**src/rtl/cpu4_pkg.sv**
```systemverilog
// cpu4_pkg: opcode map, ALU select codes, sequencer states and decode record for the 4-bit CPU
package cpu4_pkg;
  localparam logic [3:0] OP_HLT = 4'h0, OP_ADD = 4'h1, OP_SUB = 4'h2, OP_STO = 4'h3,
                         OP_LD  = 4'h4, OP_B   = 4'h5, OP_BZ  = 4'h6, OP_LDV = 4'h7,
                         OP_INP = 4'h8, OP_OUT = 4'h9, OP_AND = 4'hA, OP_OR  = 4'hB,
                         OP_NOT = 4'hC;
  localparam logic [3:0] S_ADD = 4'b1001, S_SUB = 4'b0110, S_PASSA = 4'b0000,
                         S_PASSB = 4'b1010, S_AND = 4'b1110, S_OR = 4'b1011, S_NOT = 4'b0000;
  localparam logic [1:0] ALUB_RAM = 2'd0, ALUB_IMM = 2'd1, ALUB_INP = 2'd2;
  typedef enum logic [2:0] {ST_IDLE, ST_FETCH, ST_DECODE, ST_EXEC, ST_WB, ST_HALT, ST_LOAD} state_t;
  typedef struct packed {
    logic [3:0] alu_s;
    logic       alu_m;
    logic       alu_cn;
    logic [1:0] alub_sel;
    logic       writes_acc;
    logic       is_sto;
    logic       is_out;
    logic       is_b;
    logic       is_bz;
    logic       is_hlt;
  } dec_t;
endpackage

```
**src/rtl/cpu4_op_decode.sv**
```systemverilog
// cpu4_op_decode: combinational opcode to ALU controls and instruction class flags
module cpu4_op_decode
  import cpu4_pkg::*;
(
  input  logic [3:0] op,
  output dec_t       dec
);
  always_comb begin
    dec = '0;
    case (op)
      OP_ADD:                {dec.alu_s, dec.alu_m, dec.alu_cn} = {S_ADD, 2'b00};
      OP_SUB:                {dec.alu_s, dec.alu_m, dec.alu_cn} = {S_SUB, 2'b01};
      OP_STO, OP_OUT:        {dec.alu_s, dec.alu_m, dec.alu_cn} = {S_PASSA, 2'b01};
      OP_LD, OP_LDV, OP_INP: {dec.alu_s, dec.alu_m, dec.alu_cn} = {S_PASSB, 2'b10};
      OP_AND:                {dec.alu_s, dec.alu_m, dec.alu_cn} = {S_AND, 2'b10};
      OP_OR:                 {dec.alu_s, dec.alu_m, dec.alu_cn} = {S_OR, 2'b10};
      OP_NOT:                {dec.alu_s, dec.alu_m, dec.alu_cn} = {S_NOT, 2'b10};
      default: ;
    endcase
    dec.alub_sel   = op == OP_LDV ? ALUB_IMM : op == OP_INP ? ALUB_INP : ALUB_RAM;
    dec.writes_acc = op inside {OP_ADD, OP_SUB, OP_LD, OP_LDV, OP_INP, OP_AND, OP_OR, OP_NOT};
    dec.is_sto     = op == OP_STO;
    dec.is_out     = op == OP_OUT;
    dec.is_b       = op == OP_B;
    dec.is_bz      = op == OP_BZ;
    dec.is_hlt     = op == OP_HLT;
  end
endmodule

```
**src/rtl/cpu4_sequencer.sv**
```systemverilog
// cpu4_sequencer: FETCH/DECODE/EXEC/WB control FSM, program-RAM arbitration and retired counter
module cpu4_sequencer
  import cpu4_pkg::*;
#(
  parameter int OPC_W = 4,
  parameter int CNT_W = 8
) (
  input  logic             clk,
  input  logic             reset,
  input  logic             run,
  input  logic             step,
  input  logic             load_req,
  output logic             load_gnt,
  input  logic [OPC_W-1:0] opcode,
  input  logic             acc_zero,
  output logic             ir_load,
  output logic             pc_inc,
  output logic             pc_load,
  output logic [3:0]       alu_s,
  output logic             alu_m,
  output logic             alu_cn,
  output logic [1:0]       alub_sel,
  output logic             alureg_we,
  output logic             acc_we,
  output logic             ram_we,
  output logic             out_we,
  output logic             halted,
  output logic [CNT_W-1:0] retired
);
  state_t     state, state_nx;
  logic [3:0] op_q;
  dec_t       dec;
  logic       act, in_alu, taken;

  cpu4_op_decode u_dec (.op(op_q), .dec(dec));

  always_ff @(posedge clk) begin
    if (reset) begin
      state   <= ST_IDLE;
      op_q    <= '0;
      retired <= '0;
    end else begin
      state <= state_nx;
      if (state == ST_FETCH) op_q <= opcode[3:0];
      if (state == ST_WB || (state == ST_EXEC && dec.is_hlt)) retired <= retired + CNT_W'(1);
    end
  end

  always_comb begin
    state_nx = state;
    case (state)
      ST_IDLE:   state_nx = load_req ? ST_LOAD : (run || step) ? ST_FETCH : ST_IDLE;
      ST_FETCH:  state_nx = ST_DECODE;
      ST_DECODE: state_nx = ST_EXEC;
      ST_EXEC:   state_nx = dec.is_hlt ? ST_HALT : ST_WB;
      ST_WB:     state_nx = (run && !load_req) ? ST_FETCH : ST_IDLE;
      ST_HALT:   state_nx = load_req ? ST_LOAD : ST_HALT;
      ST_LOAD:   state_nx = load_req ? ST_LOAD : ST_IDLE;
      default:   state_nx = ST_IDLE;
    endcase
  end

  // strobes are masked while reset is high so an interrupted instruction never writes
  assign act       = !reset;
  assign in_alu    = act && (state inside {ST_DECODE, ST_EXEC, ST_WB});
  assign taken     = dec.is_b || (dec.is_bz && acc_zero);
  assign alu_s     = in_alu ? dec.alu_s : '0;
  assign alu_m     = in_alu && dec.alu_m;
  assign alu_cn    = in_alu && dec.alu_cn;
  assign alub_sel  = in_alu ? dec.alub_sel : ALUB_RAM;
  assign ir_load   = act && state == ST_FETCH;
  assign alureg_we = act && state == ST_EXEC && dec.writes_acc;
  assign ram_we    = act && state == ST_EXEC && dec.is_sto;
  assign out_we    = act && state == ST_EXEC && dec.is_out;
  assign acc_we    = act && state == ST_WB && dec.writes_acc;
  assign pc_load   = act && state == ST_WB && taken;
  assign pc_inc    = act && state == ST_WB && !taken;
  assign halted    = act && state == ST_HALT;
  assign load_gnt  = act && state == ST_LOAD;
endmodule

```
**config.mk**
```make
export PLATFORM = sky130hd
export DESIGN_NAME = cpu4_sequencer
export DESIGN_NICKNAME = d
export VERILOG_FILES = /design/src/rtl/cpu4_pkg.sv /design/src/rtl/cpu4_op_decode.sv /design/src/rtl/cpu4_sequencer.sv
export SDC_FILE = /design/constraint.sdc
export NUM_CORES = 1
export LEC_CHECK = 0
export BUFFER_PORTS_ARGS = -buffer_cell sky130_fd_sc_hd__buf_2
export CORE_MARGIN = 2
export CORE_UTILIZATION = 45
export DETAILED_ROUTE_END_ITERATION = 12
export GPL_ROUTABILITY_DRIVEN = 0
export MAX_ROUTING_LAYER = met4
export PLACE_DENSITY = 0.73
export SYNTH_ARGS = -nofsm -noshare
export SYNTH_HDL_FRONTEND = slang
export SYNTH_SLANG_ARGS = --single-unit
export TNS_END_PERCENT = 100
```
**constraint.sdc**
```tcl
create_clock -name clk -period 2.29 [get_ports clk]
set_clock_uncertainty 0.05 [all_clocks]
set_input_delay 0.458 -clock clk [delete_from_list [all_inputs] [get_ports clk]]
set_output_delay 0.458 -clock clk [all_outputs]
set_load 0.01 [all_outputs]
```
==> results by group <==
Run status
  – Outcome: finished, final reports clean

Global routing
  – Vias in the first global route: 909
  – GRT overflow: 0
  – Global-route wire length before repair: 3910 um
  – Largest net degree at the start of global routing: 22
  – Initial antenna violation count: 0
  – Overall Global Routing Usage: 19.7%

Cells and area
  – Share of cells above drive strength 1: 32.4%
  – Ant diodes: 0
  – Layout area overhead: 28.0%
  – Layout Utilization: 59.8%
  – Layout Nets: 182

Clock network
  – CTS tree: built
  – # hold bufs at CTS: 0
  – Clk buf depth: 2
  – Clk_lat worst skew: 0.28 ns
  – Num Clock Sinks: 15
  – Clk pin slew, worst setup/hold paths: 0.09 ns
  – Root buffer cell: clkbuf_4
  – H-tree depth: 1
  – Total CTS buffers: 3

Yosys
  – Area leader, netlist: dfxtp_1
  – Post-synthesis sequential area ratio: 29.6%
  – Top-area cell type share of the netlist area: 29.6%
  – Dominant synthesized flop cell: dfxtp_1
  – Ys async rst share: 0%
  – Number of synthesized flops with an enable pin: 0
  – Yosys reg bits: 15
  – Syn Area/Cell: 7.51 um^2
  – Yosys cell types: 38
  – Mapped cell area: 0.00101 mm^2
  – Yosys warnings: 0
  – Post-synthesis net count: 146
  – Post-synthesis cell count: 135
  – Synth top area cells: dfxtp_1 (30%), nor2_1 (6.3%), a21oi_1 (4.9%)

Timing
  – Fin crit period: 2.21 ns
  – Peak Freq: 0.452 GHz
  – Actual slew at the worst max-slew pin: 0.509 ns
  – Final clock period utilization by the worst path: 96.7%
  – Max_slew headroom: 66.0%
  – Final setup vio count: 0
  – Pins over their slew limit: 0
  – Min Hold Slack: 0.373 ns
  – RSZ-0062 raised after global routing: true
  – Setup TNS: 0 ns
  – Fin. Hold Viols: 0

Worst setup path
  – Worst EP required: 1.78 ns
  – Setup crit end kind: output port
  – Crit path max fanout: 4
  – Critical Path AT: 1.71 ns
  – Setup crit start kind: flop
  – Crit Path Class: reg -> out

Power
  – Max IR drop VDD: 0.000541 V
  – PwrDens: 539 mW/mm^2
  – Leak: 0.546 nW

Route
  – Routed vias/inst: 5.70
  – Via count: 1129
  – WL met1: 1070 um
  – 1st-iter DRT viols: 13
  – Drt total wl: 2500 um
  – Met2 wire length: 1340 um
  – Final ANT Viol Nets: 0
  – 1st-pass router iterations: 4
  – Max Used Layer: met4
  – Met3 wire length: 85 um
  – Average wire per standard cell: 12.6 um
  – DRC: 0

Floorplan
  – Die area: 0.00265 mm^2
  – Die Wd: 51.5 um
  – DIE HEIGHT: 51.5 um
  – Standard-cell rows: 17
  – Num ports: 35
  – Core area: 0.00217 mm^2
  – Initial core utilization: 46.7%

Placed design
  – IO buf count: 34
  – Half-perimeter wire length after placement: 1750 um

Run
  – Max Cap Viol: 0

Hold path
  – Worst min-delay path class: in -> reg
[stage by stage]
stage	setup slack, ns	power (W)	std cells	cell area (um^2)
after floorplan	0.228	0.000465	135	1010
after detailed placement	0.236	0.000531	192	1220
after CTS	0.000892	0.000693	197	1270
final	0.0762	0.000699	198	1300
after global placement	0.291	0.000524	192	1220
after global routing	0.00179	0.000745	198	1300
[cells in the final DEF (no fill, tap or decap), drive strengths merged]
master	netlist	routed
a211o	1	1
a211oi	2	2
a21o	1	1
a21oi	11	11
a221oi	2	2
a32oi	1	1
and2	1	1
and3	1	1
and4	1	1
buf	4	42
clkbuf	7	4
dfxtp	15	15
ha	1	1
inv	3	3
mux2i	5	5
nand2	7	7
nand2b	6	6
nand3	5	5
nand3b	3	3
nor2	17	17
nor2b	5	5
nor3	4	4
nor3b	3	3
nor4	2	2
nor4b	1	1
nor4bb	1	1
o211ai	1	1
o21a	2	2
o21ai	9	9
o31ai	3	3
or3	4	4
or3b	1	1
or4	2	2
xnor2	1	1
xor2	2	2
[cell families after synthesis]
kind of cell               after synthesis  synth area share [%]
muxes                                    5                  4.94
DFF                                     15                  29.6
adders and majority gates                1                  1.23
xor gates and xnor gates                 3                  2.59
buffers and inverters                   14                  5.43
AOI/OAI and AO/OA                       33                  20.4
and+or+nand+nor                         64                  35.8
[what timing repair did]
item | 4_1_cts | 5_1_grt
setup endpoints to repair | 1 | 7
setup buffers | 1 | 1
cloned | 0 | 0
gates resized for setup | 3 | 7
pin swaps | 1 | 1
[cells in the mapped netlist (3+ instances only)]
library cell	number
nor2_1	17
dfxtp_1	15
a21oi_1	10
o21ai_0	9
clkbuf_1	7
nand2_1	7
nand2b_1	6
mux2i_1	5
nand3_1	5
nor2b_1	5
nor3_1	4
or3_1	4
inv_1	3
nand3b_1	3
nor3b_1	3
o31ai_1	3
[sequential cells by signal, summed over array words and instances, names as in the netlist]
| name | count |
|---|---|
| retired | 8 |
| state | 3 |
| op_q | 4 |
[layer usage]
| metal | GRT usage [%] | vias to the layer above |
|---|---|---|
| met5 | - | - |
| met1 | 23.5 | 548 |
| met2 | 35.3 | 22 |
| li1 | - | 557 |
| met3 | 1.75 | 2 |
| met4 | 5.26 | 0 |
[path summary, 6_finish.rpt]
path	startpoint	to	slack, ns	depth (start not counted)
hold / removal	opcode[3]	op_q[3]	0.37	3
setup reg to reg	op_q[2]	retired[3]	0.38	5
hold reg to reg	retired[7]	retired[7]	0.43	2
setup / recovery	state[0]	alub_sel[1]	0.08	5
[cell type report]
| class | instances | area, um^2 |
|---|---|---|
| sequential | 15 | 308 |
| clock buffer | 4 | 26.3 |
| multi-input combinational | 106 | 687 |
| tap | 28 | 35.0 |
| fill | 224 | 872 |
| inverter | 3 | 11.3 |
| timing repair buffer | 42 | 230 |
[power breakdown]
part	leakage (nW)	switching, W	internal, W	total [W]
combinational	0.407	0.000128	0.000111	0.000239
clock	0.0150	0.0000800	0.0000674	0.000147
sequential	0.124	0.0000319	0.000281	0.000312
total	0.546	0.000240	0.000459	0.000699
[worst max-delay path: stages, from the launching register on]
cell and delay [ns]:
dfxtp_2 0.33, or3b_4 0.40, a21oi_4 0.20, nand2b_4 0.09, nor4b_4 0.24, buf_2 0.16
No activity file was read; power rests on OpenSTA's default activity.
